## src/rtl/alu_decoder_registers_pkg.sv

```systemverilog
// Shared constants for the decoder / register file / ALU slice.
// Latency: n/a (types, constants and one pure helper function).
// Backpressure: n/a.
package alu_decoder_registers_pkg;

  // Flag vector layout (alu_flags[5:0]); bit 5 is reserved and always 0.
  localparam int FLAG_W = 6;
  localparam int FLAG_C = 0;
  localparam int FLAG_Z = 1;
  localparam int FLAG_N = 2;
  localparam int FLAG_V = 3;
  localparam int FLAG_P = 4;

  // Instruction group field (word[15:12]); consumed by the sequencer.
  localparam logic [3:0] GRP_ALU2   = 4'h1;
  localparam logic [3:0] GRP_ALU1   = 4'h2;
  localparam logic [3:0] GRP_LDI    = 4'h3;
  localparam logic [3:0] GRP_BRANCH = 4'h4;
  localparam logic [3:0] GRP_MOVE   = 4'h5;

  // Two-operand ALU operators (alu_single = 0).
  typedef enum logic [3:0] {
    ALU_ADD = 4'd0, ALU_SUB = 4'd1, ALU_AND = 4'd2, ALU_OR  = 4'd3,
    ALU_XOR = 4'd4, ALU_CMP = 4'd5, ALU_ADC = 4'd6, ALU_SBC = 4'd7
  } alu2_op_e;

  // Single-operand ALU operators (alu_single = 1).
  typedef enum logic [3:0] {
    ALU_INC = 4'd0, ALU_DEC = 4'd1, ALU_NOT = 4'd2, ALU_NEG = 4'd3,
    ALU_SHL = 4'd4, ALU_SHR = 4'd5, ALU_ROL = 4'd6, ALU_ROR = 4'd7
  } alu1_op_e;

  // Branch conditions, selected by the operator field.
  typedef enum logic [3:0] {
    BR_NEVER = 4'd0, BR_Z  = 4'd1, BR_NZ = 4'd2, BR_C    = 4'd3,
    BR_NC    = 4'd4, BR_N  = 4'd5, BR_NN = 4'd6, BR_V    = 4'd7,
    BR_NV    = 4'd8, BR_CZ = 4'd9, BR_NCNZ = 4'd10
  } br_cond_e;

  // Evaluate a branch condition against a flag vector; codes 11-15 never take.
  function automatic logic branch_taken(input logic [3:0] cond,
                                        input logic [FLAG_W-1:0] fl);
    logic t;
    t = 1'b0;
    case (cond)
      BR_Z:    t = fl[FLAG_Z];
      BR_NZ:   t = ~fl[FLAG_Z];
      BR_C:    t = fl[FLAG_C];
      BR_NC:   t = ~fl[FLAG_C];
      BR_N:    t = fl[FLAG_N];
      BR_NN:   t = ~fl[FLAG_N];
      BR_V:    t = fl[FLAG_V];
      BR_NV:   t = ~fl[FLAG_V];
      BR_CZ:   t = fl[FLAG_C] | fl[FLAG_Z];
      BR_NCNZ: t = ~fl[FLAG_C] & ~fl[FLAG_Z];
      default: t = 1'b0;
    endcase
    return t;
  endfunction

endpackage

```

## src/rtl/alu_decoder_registers_alu.sv

```systemverilog
// Registered ALU: two-operand and single-operand ops with C/Z/N/V/P flags.
// Latency: 1 cycle, result and flags captured every posedge; async active-low reset clears both.
// Backpressure: none. Ports: single_i, op_i, a_i, b_i -> out_o, flags_o.
module alu_decoder_registers_alu
  import alu_decoder_registers_pkg::*;
#(
  parameter int DATA_W = 16
) (
  input  logic              clk,
  input  logic              reset,
  input  logic              single_i,
  input  logic [3:0]        op_i,
  input  logic [DATA_W-1:0] a_i,
  input  logic [DATA_W-1:0] b_i,
  output logic [DATA_W-1:0] out_o,
  output logic [FLAG_W-1:0] flags_o
);

  localparam int MSB = DATA_W - 1;

  logic [DATA_W-1:0] out_q, out_d;
  logic [FLAG_W-1:0] flags_q, flags_d;

  logic [DATA_W:0]   wide;     // DATA_W+1 bits: top bit is carry/borrow
  logic [DATA_W-1:0] fres;     // value the Z/N/P flags are computed from
  logic              c_n, v_n, upd, cin;

  function automatic logic add_ovf(input logic [DATA_W-1:0] a, b, r);
    return (a[MSB] == b[MSB]) && (r[MSB] != a[MSB]);
  endfunction

  function automatic logic sub_ovf(input logic [DATA_W-1:0] a, b, r);
    return (a[MSB] != b[MSB]) && (r[MSB] != a[MSB]);
  endfunction

  always_comb begin
    out_d = a_i;
    fres  = a_i;
    wide  = '0;
    c_n   = 1'b0;
    v_n   = 1'b0;
    upd   = 1'b1;
    cin   = flags_q[FLAG_C];
    if (!single_i) begin
      case (op_i)
        ALU_ADD, ALU_ADC: begin
          wide  = {1'b0, a_i} + {1'b0, b_i}
                + {{DATA_W{1'b0}}, (op_i == ALU_ADC) & cin};
          out_d = wide[MSB:0];
          c_n   = wide[DATA_W];
          v_n   = add_ovf(a_i, b_i, wide[MSB:0]);
        end
        ALU_SUB, ALU_SBC, ALU_CMP: begin
          // Borrow falls out as the top bit of the widened difference.
          wide  = {1'b0, a_i} - {1'b0, b_i}
                - {{DATA_W{1'b0}}, (op_i == ALU_SBC) & cin};
          out_d = (op_i == ALU_CMP) ? a_i : wide[MSB:0];
          c_n   = wide[DATA_W];
          v_n   = sub_ovf(a_i, b_i, wide[MSB:0]);
        end
        ALU_AND: out_d = a_i & b_i;
        ALU_OR:  out_d = a_i | b_i;
        ALU_XOR: out_d = a_i ^ b_i;
        default: upd = 1'b0;
      endcase
      // CMP keeps v1 as its result but flags the difference.
      fres = (op_i == ALU_CMP) ? wide[MSB:0] : out_d;
    end else begin
      case (op_i)
        ALU_INC: begin
          wide  = {1'b0, a_i} + {{DATA_W{1'b0}}, 1'b1};
          out_d = wide[MSB:0];
          c_n   = wide[DATA_W];
          v_n   = add_ovf(a_i, {{MSB{1'b0}}, 1'b1}, wide[MSB:0]);
        end
        ALU_DEC: begin
          wide  = {1'b0, a_i} - {{DATA_W{1'b0}}, 1'b1};
          out_d = wide[MSB:0];
          c_n   = wide[DATA_W];
          v_n   = sub_ovf(a_i, {{MSB{1'b0}}, 1'b1}, wide[MSB:0]);
        end
        ALU_NOT: out_d = ~a_i;
        ALU_NEG: begin
          wide  = {(DATA_W+1){1'b0}} - {1'b0, a_i};
          out_d = wide[MSB:0];
          c_n   = wide[DATA_W];
          v_n   = sub_ovf('0, a_i, wide[MSB:0]);
        end
        ALU_SHL: begin out_d = {a_i[MSB-1:0], 1'b0}; c_n = a_i[MSB]; end
        ALU_SHR: begin out_d = {1'b0, a_i[MSB:1]};   c_n = a_i[0];   end
        ALU_ROL: begin out_d = {a_i[MSB-1:0], cin};  c_n = a_i[MSB]; end
        ALU_ROR: begin out_d = {cin, a_i[MSB:1]};    c_n = a_i[0];   end
        default: upd = 1'b0;
      endcase
      fres = out_d;
    end

    flags_d = flags_q;
    if (upd) begin
      flags_d         = '0;
      flags_d[FLAG_C] = c_n;
      flags_d[FLAG_Z] = (fres == '0);
      flags_d[FLAG_N] = fres[MSB];
      flags_d[FLAG_V] = v_n;
      flags_d[FLAG_P] = ~^fres;   // set when the result has an even number of ones
    end
  end

  always_ff @(posedge clk or negedge reset) begin
    if (!reset) begin
      out_q   <= '0;
      flags_q <= '0;
    end else begin
      out_q   <= out_d;
      flags_q <= flags_d;
    end
  end

  assign out_o   = out_q;
  assign flags_o = flags_q;

endmodule

```

## src/rtl/alu_decoder_registers_decoder.sv

```systemverilog
// Instruction field decoder: slices a 16-bit word into its fields.
// Latency: purely combinational, no state, unaffected by reset.
// Backpressure: none. Ports: word_i -> group/operator/register/immediate/offset fields.
module alu_decoder_registers_decoder (
  input  logic [15:0] word_i,
  output logic [3:0]  operator_group_o,
  output logic [3:0]  operator_o,
  output logic [2:0]  rgv_o,
  output logic [2:0]  rg1_o,
  output logic [2:0]  rg2_o,
  output logic [7:0]  val_o,
  output logic [9:0]  relative_addr_o
);

  // Fields overlap on purpose: each instruction group uses a different subset.
  assign operator_group_o = word_i[15:12];
  assign operator_o       = word_i[11:8];
  assign rgv_o            = word_i[10:8];
  assign val_o            = word_i[7:0];
  assign rg2_o            = word_i[5:3];
  assign rg1_o            = word_i[2:0];
  assign relative_addr_o  = word_i[9:0];

endmodule

```

## src/rtl/alu_decoder_registers_regfile.sv

```systemverilog
// General register file: NREGS x DATA_W, one write-data port with two write enables, two read ports.
// Latency: reads combinational; writes land at posedge clk. Async active-low reset clears all.
// Backpressure: none. Ports: clk, reset, we_i[1:0], widx1_i/widx2_i, wdat_i, ridx1_i/ridx2_i -> rdat1_o/rdat2_o.
module alu_decoder_registers_regfile #(
  parameter int DATA_W = 16,
  parameter int NREGS  = 4,
  parameter int IDX_W  = $clog2(NREGS)
) (
  input  logic              clk,
  input  logic              reset,
  input  logic [1:0]        we_i,
  input  logic [IDX_W-1:0]  widx1_i,
  input  logic [IDX_W-1:0]  widx2_i,
  input  logic [DATA_W-1:0] wdat_i,
  input  logic [IDX_W-1:0]  ridx1_i,
  input  logic [IDX_W-1:0]  ridx2_i,
  output logic [DATA_W-1:0] rdat1_o,
  output logic [DATA_W-1:0] rdat2_o
);

  logic [DATA_W-1:0] regs_q [NREGS];
  logic [DATA_W-1:0] regs_d [NREGS];

  // Both enables carry the same data, so a double write to one index is
  // indistinguishable from a single write.
  always_comb begin
    for (int i = 0; i < NREGS; i++) regs_d[i] = regs_q[i];
    if (we_i[0]) regs_d[widx1_i] = wdat_i;
    if (we_i[1]) regs_d[widx2_i] = wdat_i;
  end

  always_ff @(posedge clk or negedge reset) begin
    if (!reset) begin
      for (int i = 0; i < NREGS; i++) regs_q[i] <= '0;
    end else begin
      for (int i = 0; i < NREGS; i++) regs_q[i] <= regs_d[i];
    end
  end

  assign rdat1_o = regs_q[ridx1_i];
  assign rdat2_o = regs_q[ridx2_i];

endmodule

```

## src/rtl/alu_decoder_registers.sv

```systemverilog
// Decoder + 4x16 register file + registered ALU, with branch-condition evaluation.
// Latency: decode/reg read/check_branch combinational; ALU result and flags 1 cycle; writes at posedge.
// Backpressure: none. Ports: clk, reset (async, active-low), word, reg_write/reg_in, alu_single/alu_value1/alu_value2
//   -> decoded fields, reg_out1/reg_out2, alu_out, alu_flags, check_branch.
module alu_decoder_registers
  import alu_decoder_registers_pkg::*;
#(
  parameter int DATA_W = 16,
  parameter int NREGS  = 4
) (
  input  logic              clk,
  input  logic              reset,
  input  logic [15:0]       word,
  output logic [3:0]        operator_group,
  output logic [3:0]        operator,
  output logic [2:0]        rgv,
  output logic [2:0]        rg1,
  output logic [2:0]        rg2,
  output logic [7:0]        val,
  output logic [9:0]        relative_addr,
  input  logic [1:0]        reg_write,
  input  logic [DATA_W-1:0] reg_in,
  output logic [DATA_W-1:0] reg_out1,
  output logic [DATA_W-1:0] reg_out2,
  input  logic              alu_single,
  input  logic [DATA_W-1:0] alu_value1,
  input  logic [DATA_W-1:0] alu_value2,
  output logic [DATA_W-1:0] alu_out,
  output logic [FLAG_W-1:0] alu_flags,
  output logic              check_branch
);

  alu_decoder_registers_decoder u_dec (
    .word_i           (word),
    .operator_group_o (operator_group),
    .operator_o       (operator),
    .rgv_o            (rgv),
    .rg1_o            (rg1),
    .rg2_o            (rg2),
    .val_o            (val),
    .relative_addr_o  (relative_addr)
  );

  // Register fields are 3 bits; the upper two select one of the four registers.
  alu_decoder_registers_regfile #(.DATA_W(DATA_W), .NREGS(NREGS), .IDX_W(2)) u_rf (
    .clk     (clk),
    .reset   (reset),
    .we_i    (reg_write),
    .widx1_i (rg1[2:1]),
    .widx2_i (rg2[2:1]),
    .wdat_i  (reg_in),
    .ridx1_i (rg1[2:1]),
    .ridx2_i (rg2[2:1]),
    .rdat1_o (reg_out1),
    .rdat2_o (reg_out2)
  );

  alu_decoder_registers_alu #(.DATA_W(DATA_W)) u_alu (
    .clk      (clk),
    .reset    (reset),
    .single_i (alu_single),
    .op_i     (operator),
    .a_i      (alu_value1),
    .b_i      (alu_value2),
    .out_o    (alu_out),
    .flags_o  (alu_flags)
  );

  // Condition is the current operator field tested against the flags of the last capture.
  assign check_branch = branch_taken(operator, alu_flags);

endmodule

```

## config.mk

```make
export PLATFORM = sky130hd
export DESIGN_NAME = alu_decoder_registers
export DESIGN_NICKNAME = d
export VERILOG_FILES = /design/src/rtl/alu_decoder_registers_pkg.sv /design/src/rtl/alu_decoder_registers_alu.sv /design/src/rtl/alu_decoder_registers_decoder.sv /design/src/rtl/alu_decoder_registers_regfile.sv /design/src/rtl/alu_decoder_registers.sv
export SDC_FILE = /design/constraint.sdc
export NUM_CORES = 1
export LEC_CHECK = 0
export CAP_MARGIN = 30
export CORE_ASPECT_RATIO = 0.75
export CORE_MARGIN = 2
export CORE_UTILIZATION = 50
export CTS_CLUSTER_SIZE = 10
export DETAILED_ROUTE_END_ITERATION = 10
export GPL_TIMING_DRIVEN = 0
export MAX_ROUTING_LAYER = met4
export PLACE_DENSITY = 0.79
export SYNTH_ARGS = -nofsm -noshare
export SYNTH_HDL_FRONTEND = slang
export SYNTH_SLANG_ARGS = --single-unit
```

## constraint.sdc

```tcl
create_clock -name clk -period 3.53 [get_ports clk]
set_input_delay 0.5295 -clock clk [delete_from_list [all_inputs] [get_ports clk]]
set_output_delay 0.5295 -clock clk [all_outputs]
set_load 0.01 [all_outputs]
```

== Word level (Yosys, flattened, before mapping) ==
Index checks and enable logic that the tools add are counted.

* Register bits after elaboration: 85
* Bits in latches: 0
* Bits in writable memories: 0
* Memory bits (read-only): 0
* Input bits: 69
* Output and inout bits: 90
* Word-level logic and storage cells: 92
* Memories kept: 0

* Add/sub/neg operators: 7
* $mul: 0
* Div/mod/pow operators: 0
* $lt $le $gt $ge: 4
* Equal/unequal tests: 16
* Shifts and indexed selects: 0
* Muxes and demuxes: 29
* Bitwise logic cells: 15
* Reduce and logical (&&, ||, !) cells: 15

{| class="wikitable"
|+ Operators by type and width
! operator !! count
|-
| two-way mux 16 bit || 10
|-
| bitwise mux 64 bit || 2
|-
| two-way mux 64 bit || 2
|-
| case mux 16 bit (8 select lines) || 1
|-
| case mux 16 bit (5 select lines) || 1
|-
| binary-select mux 16 bit (select 2 bit) || 2
|-
| demux 16 bit (select 2 bit) || 2
|-
| case mux 16 bit (2 select lines) || 1
|-
| adder 16 x 1 -> 17 bit, second input constant || 1
|-
| adder 16 x 16 -> 17 bit || 1
|-
| adder 17 x 1 -> 17 bit || 1
|-
| subtractor 1 x 16 -> 17 bit, first input constant || 1
|-
| subtractor 16 x 1 -> 17 bit, second input constant || 1
|-
| subtractor 16 x 16 -> 17 bit || 1
|-
| subtractor 17 x 1 -> 17 bit || 1
|-
| bitwise AND 16 bit || 1
|-
| equality test 4 x 3 -> 1 bit, second input constant || 4
|-
| logical NOT 16 bit || 1
|-
| inverter 16 bit || 1
|-
| OR 16 bit || 1
|-
| XNOR reduction 16 bit || 1
|-
| XOR 16 bit || 1
|-
| equality test 4 bit, second input constant || 3
|-
| case mux 1 bit (10 select lines) || 1
|-
| 19 further kinds || 44
|}

== Longest topological paths before layout ==
* Depth in word-level cells: 9
* Mapped depth: 20
* Depth with buffers taken out: 18

== Cells and area by module ==
A second synthesis with hierarchy kept.

* Cell total of the unflattened synthesis: 984
* Area, all modules: 9125.0 µm²

{| class="wikitable"
|+ By module, submodules not included
! module !! instances !! cells each !! area an instance (µm²) !! sequential area each (µm²)
|-
| alu_decoder_registers_alu || 1 || 750 || 5457.7 || 525.5
|-
| alu_decoder_registers_regfile || 1 || 184 || 3293.2 || 1601.5
|-
| alu_decoder_registers_decoder || 1 || 35 || 262.8 || 0.0
|-
| alu_decoder_registers || 1 || 15 || 111.4 || 0.0
|}

== Worst setup path after synthesis ==
No wires, ideal clock.

* Kind: in2reg
* Start: in word[9]
* End: reg u_alu.flags_q[4] (netlist: u_alu.flags_o[4])
* Library setup time: 136 ps
* Arrival: 4497 ps
* Data required time: 3394 ps
* Setup slack: -1103 ps
* Stages: 19
* Buffers on the path: 4
* Cell sequence: buf_2 -> buf_2 -> buf_2 -> buf_1 -> nand3_1 -> fa_1 -> fa_1 -> o21ai_1 -> a221oi_1 -> or4_1 -> o21ai_0 -> xor2_1 -> o21ai_0 -> o311ai_1 -> ha_1 -> xor2_1 -> xnor2_1 -> xnor2_1 -> o21ai_0

* Word-level cells in the longest chain between the ends: 8
* Elaborated cells between the ends (all ways): 23
* Classes of those cells: 2 x add/sub; 7 x eq/ne; 7 x mux; 2 x bitwise; 5 x reduce/logical

{| class="wikitable"
|+ Ends and longest elaborated chain
! element !! line !! text
|-
| from (decl) || alu_decoder_registers.sv:13 || <nowiki>input logic [15:0] word,</nowiki>
|-
| equality test 4 x 3 -> 1 bit || alu_decoder_registers_alu.sv:45, alu_decoder_registers_alu.sv:56, alu_decoder_registers_alu.sv:69 ||
|-
| bitwise AND 1 bit || alu_decoder_registers_alu.sv:56 || <nowiki>- {{DATA_W{1'b0}}, (op_i == ALU_SBC) & cin};</nowiki>
|-
| subtractor 17 x 1 -> 17 bit || alu_decoder_registers_alu.sv:56 ||
|-
| two-way mux 16 bit || alu_decoder_registers_alu.sv:57 || <nowiki>out_d = (op_i == ALU_CMP) ? a_i : wide[MSB:0];</nowiki>
|-
| case mux 16 bit (5 select lines) || alu_decoder_registers_alu.sv:45 || <nowiki>case (op_i)</nowiki>
|-
| two-way mux 16 bit || alu_decoder_registers_alu.sv:67 || <nowiki>fres = (op_i == ALU_CMP) ? wide[MSB:0] : out_d;</nowiki>
|-
| two-way mux 16 bit || alu_decoder_registers_alu.sv:44 || <nowiki>if (!single_i) begin</nowiki>
|-
| XNOR reduction 16 bit || alu_decoder_registers_alu.sv:105 || <nowiki>flags_d[FLAG_P] = ~^fres;</nowiki>
|-
| to (signal assigned) || alu_decoder_registers_alu.sv:115 || <nowiki>flags_q <= flags_d;</nowiki>
|-
| to (decl) || alu_decoder_registers_alu.sv:22 || <nowiki>logic [FLAG_W-1:0] flags_q, flags_d;</nowiki>
|}

Several ways; a longest one is shown, not always the timed one.
A chain may end at the register's enable or synchronous reset.

== Worst setup path after layout ==
* Start: in word[10]
* End: reg u_alu.flags_q[4] (netlist: u_alu.flags_o[4])

The elaborated chain is that of the path after synthesis.

==> results.md <==
Placed design:
- Routability-driven placement finished with a final weighted congestion of 1.05.
- Port buffering added 145 buffers.
- Summing all placed instances gives a cell area of 11,000 um^2.
- The number of placed instances, taps included, is 1,404.
- The half-perimeter wire length of the detailed placement result is 25.6 mm.

Critical path:
- The kind of critical path is in2reg.
- Along the worst path, the maximum fanout reaches 10.
- The critical path data required time is 3.75 ns.
- The arrival time at the worst endpoint is 4.41 ns.
- The startpoint type of the worst setup path is an input pin.
- The kind of end point of the critical path is a register.

Drt:
- The count of routing violations after the opening detailed-route iteration is 1,219.
- For this run, design rule violations remaining after detail routing come to 0.
- Detailed routing inserted a total of 9,480 vias.
- The number of vias per cell after detailed routing is 6.55.
- The routed length per instance is 24.1 um.
- The first-pass detailed-route iteration total is 7.
- The routed wire length is 34.8 mm.
- The detail route stage leaves a number of antenna-violating nets equal to 0.

Floorplanning:
- The floorplan step defined a core boundary enclosing 17,800 um^2.
- The die is 160 um wide.
- For this configuration, the core starts out at a cell density of 0.515.
- The die outline height is 121 um.
- The die covers 19,500 um^2.
- 159 I/O pins were placed.
- The initialized floorplan defines 42 standard-cell rows.

Clocking:
- After clock tree synthesis, the clock-pin slew on the worst setup and hold paths is 0.07 ns.
- The hold buffer count at cts is 0.
- In this run the deepest clock path goes through 2 buffers.
- The clock tree root driver cell is sky130_fd_sc_hd__clkbuf_16.
- The total number of clock tree sinks is 85.
- For the worst-skew pair, the clock arrives at the later sink with an insertion delay of 0.36 ns.
- Counting the buffers created by CTS gives 9.
- The CTS tree is built.
- The H-tree level count is 3.

STA:
- The worst slack on hold paths is 0.0840 ns.
- The worst pin sits at a relative slew slack of 0.185.
- The final period demand of the worst path is 4.19 ns.
- Setup violations remaining at the end of the flow were counted as 3.
- Based on the critical path, the design can be clocked at up to 238 MHz.
- The final hold violation count is 0.
- After layout, the worst setup slack is -0.663 ns.
- The transition at the pin with the smallest max-transition slack is 1.22 ns.
- Setup repair after global routing could not meet its margin everywhere.
- Of the available clock period, the critical path in the final layout requires 1.19.
- The number of pins exceeding their max-slew limit in the final report was 0.
- The worst clock skew is 0.0128 ns.

Job:
- The count of max-cap constraint violations is 0.

Yosys:
- The count of flip-flops with a built-in enable after synthesis is 0.
- The commonest register cell after synthesis is sky130_fd_sc_hd__dfrtp_1.
- The number of nets in the synthesized netlist is 1,161.
- A synthesized cell averages 9.05 um^2.
- The synthesized netlist cell count is 1,015.
- The share of synthesized area occupied by flip-flops and latches is 0.232.
- After synthesis the cells add up to 9180 um^2.
- After synthesis, the netlist uses 86 different library cells.
- The fraction of registers with async set/reset is 1.00.
- For this run, the number of Yosys warnings is 0.
- The number of flip-flops and latches in the synthesized netlist is 85.

Hold path:
- The worst hold path class is in2async.

GRT:
- The initial antenna violation count was 0.
- The first global-routing pass estimated 52.7 mm of wire.
- For met1 alone, demand over resource in global routing was 0.504.
- In the global route stage, met2 resource usage came out at 0.512.
- The global routing met3 resource utilization is 0.119.
- The overall overflow remaining after global route is 0.
- The via count of the first global-routing pass is 8,840.
- The largest net degree at the start of global routing is 61.
- After global routing, the most crowded layer is met2.
- For this run, the total global-route usage over all layers was measured as 0.366.

Status:
- The run finished, with violations left.
- The checks that failed: negative setup slack.

Power and ir drop:
- The power density relative to cell area is 368 nW/um^2.
- The leakage power figure is 4.94 nW.
- The maximum vdd ir drop is 0.000255 V.

Final layout:
- In the final layout, the share of cells above drive strength 1 is 0.269.
- The area overhead of the layout relative to synthesis is 32.7%.
- The number of nets in the final layout is 1,347.
- The leading cell type in the layout, fill and taps excluded is sky130_fd_sc_hd__clkdlybuf4s50_1.
- After routing the design area is 12,200 um^2.
- Excluding fillers, the count of instances in the completed layout stands at 1,448.
- After filler insertion, the fill cell instance count of the layout stands at 1,414.
- The antenna cell count is 0.
- In the layout the commonest cells are 131 x sky130_fd_sc_hd__clkdlybuf4s50_1, 84 x sky130_fd_sc_hd__dfrtp_1, 73 x sky130_fd_sc_hd__nand2_1, 73 x sky130_fd_sc_hd__buf_4, 67 x sky130_fd_sc_hd__mux2_2.
## logic make-up after synthesis
group           share of synthesized area
mux                                 0.182
simple gates                        0.146
fa+ha+maj                           0.108
compound gates                      0.191
flops                               0.232
buf+inv                            0.0861
other cells                      0.000408
xor+xnor                           0.0549
## layout make-up
| class | count | area, um^2 | share of cell area |
|---|---|---|---|
| Clock inverter | 6 | 71.3 | 0.00585 |
| Timing Repair Buffer | 176 | 1690 | 0.139 |
| Buffer | 101 | 739 | 0.0607 |
| Inverter | 55 | 218 | 0.0179 |
| Clock buffer | 10 | 229 | 0.0188 |
| Multi-Input combinational cell | 773 | 6800 | 0.558 |
| Sequential cell | 85 | 2130 | 0.175 |
| Tap cell | 242 | 303 | 0.0249 |
## synth_stat cells (10+ instances only)
library cell	instances	area share
sky130_fd_sc_hd__a21oi_1	42	0.023
sky130_fd_sc_hd__mux4_2	32	0.078
sky130_fd_sc_hd__mux2i_1	20	0.022
sky130_fd_sc_hd__a221oi_1	13	0.012
sky130_fd_sc_hd__buf_4	37	0.030
sky130_fd_sc_hd__nand2_1	74	0.030
sky130_fd_sc_hd__clkbuf_1	31	0.013
sky130_fd_sc_hd__nand4_1	12	0.0082
sky130_fd_sc_hd__o21ai_0	70	0.038
sky130_fd_sc_hd__nor2_1	62	0.025
sky130_fd_sc_hd__ha_1	73	0.099
sky130_fd_sc_hd__nand3_1	22	0.012
sky130_fd_sc_hd__nor3_1	18	0.0098
sky130_fd_sc_hd__a211oi_1	10	0.0082
sky130_fd_sc_hd__inv_1	53	0.022
sky130_fd_sc_hd__mux2_2	67	0.082
sky130_fd_sc_hd__a31oi_1	14	0.0095
sky130_fd_sc_hd__dfrtp_1	85	0.23
sky130_fd_sc_hd__nand2b_1	11	0.0075
sky130_fd_sc_hd__xor2_1	15	0.014
sky130_fd_sc_hd__xnor2_1	40	0.038
sky130_fd_sc_hd__a21o_1	11	0.0090
sky130_fd_sc_hd__and3_1	10	0.0068
sky130_fd_sc_hd__buf_2	26	0.014
## sequential cells by signal, summed over array words and instances (netlist names)
| register | cells |
|---|---|
| u_rf.regs_q | 64 |
| u_alu.out_o | 16 |
| u_alu.flags_o | 5 |
## timing repair
item,in CTS,in global routing
resized for setup,146,42
pin swaps,23,30
cloned,0,0
hold endpoints to repair,0,0
setup buffers,28,8
setup endpoints to repair,42,25
## metal layers
metal	part of all wire	wire (um)	vias to the layer above
met4	0.036	1250	0
met1	0.42	14500	4584
met3	0.14	4850	108
met5	0	0	-
li1	-	-	4103
met2	0.41	14200	685
## stage by stage
stage	setup slack (ns)	power, mW	utilization	setup TNS (ns)
floorplan	-0.572	2.42	-	-0.790
global placement	-2.26	3.16	0.617	-131.70
detailed placement	-2.26	3.20	0.619	-21.74
CTS	-0.602	4.36	0.675	-1.19
global route	-0.749	4.67	0.684	-1.32
finish	-0.663	4.48	0.684	-1.05
## power by group
part	switching (mW)	leakage [nW]	internal [mW]
Combinational	1.10	3.80	1.12
Clock	0.434	0.145	0.557
Sequential	0.121	1.00	1.15
Total	1.66	4.94	2.82
## final timing paths
kind / startpoint / endpoint / slack, ns / cells past startpoint
worst min-delay path: reset / u_rf.regs_q[52]$_DFF_PN0_ / 0.08 / 1
max in group asynchronous: reset / u_alu.flags_o[0]$_DFFE_PN0N_ / 2.81 / 2
worst max-delay path: word[10] / u_alu.flags_o[4]$_DFFE_PN0N_ / -0.66 / 20
worst max register to register: u_alu.flags_o[0]$_DFFE_PN0N_ / u_alu.flags_o[4]$_DFFE_PN0N_ / -0.51 / 16
worst min register to register: u_alu.flags_o[4]$_DFFE_PN0N_ / u_alu.flags_o[4]$_DFFE_PN0N_ / 0.49 / 2
min in group clk: u_alu.flags_o[4]$_DFFE_PN0N_ / u_alu.flags_o[4]$_DFFE_PN0N_ / 0.49 / 2
## worst max-delay path: stages
cell                        delay, ns
sky130_fd_sc_hd__buf_4           0.13
sky130_fd_sc_hd__buf_6           0.15
sky130_fd_sc_hd__nand2b_4        0.11
sky130_fd_sc_hd__nor2_4          0.06
sky130_fd_sc_hd__and3_1          0.21
sky130_fd_sc_hd__fa_2            0.38
sky130_fd_sc_hd__inv_1           0.10
sky130_fd_sc_hd__fa_2            0.27
sky130_fd_sc_hd__nor2b_4         0.06
sky130_fd_sc_hd__o2111ai_2       0.18
sky130_fd_sc_hd__nand4b_1        0.22
sky130_fd_sc_hd__a221oi_2        0.31
sky130_fd_sc_hd__mux2i_1         0.28
sky130_fd_sc_hd__a41oi_2         0.16
sky130_fd_sc_hd__mux2i_1         0.21
sky130_fd_sc_hd__ha_1            0.29
sky130_fd_sc_hd__xnor2_2         0.32
sky130_fd_sc_hd__xnor2_1         0.19
sky130_fd_sc_hd__xnor2_1         0.16
sky130_fd_sc_hd__o21ai_1         0.07
Power figures use the tool's default switching activity.
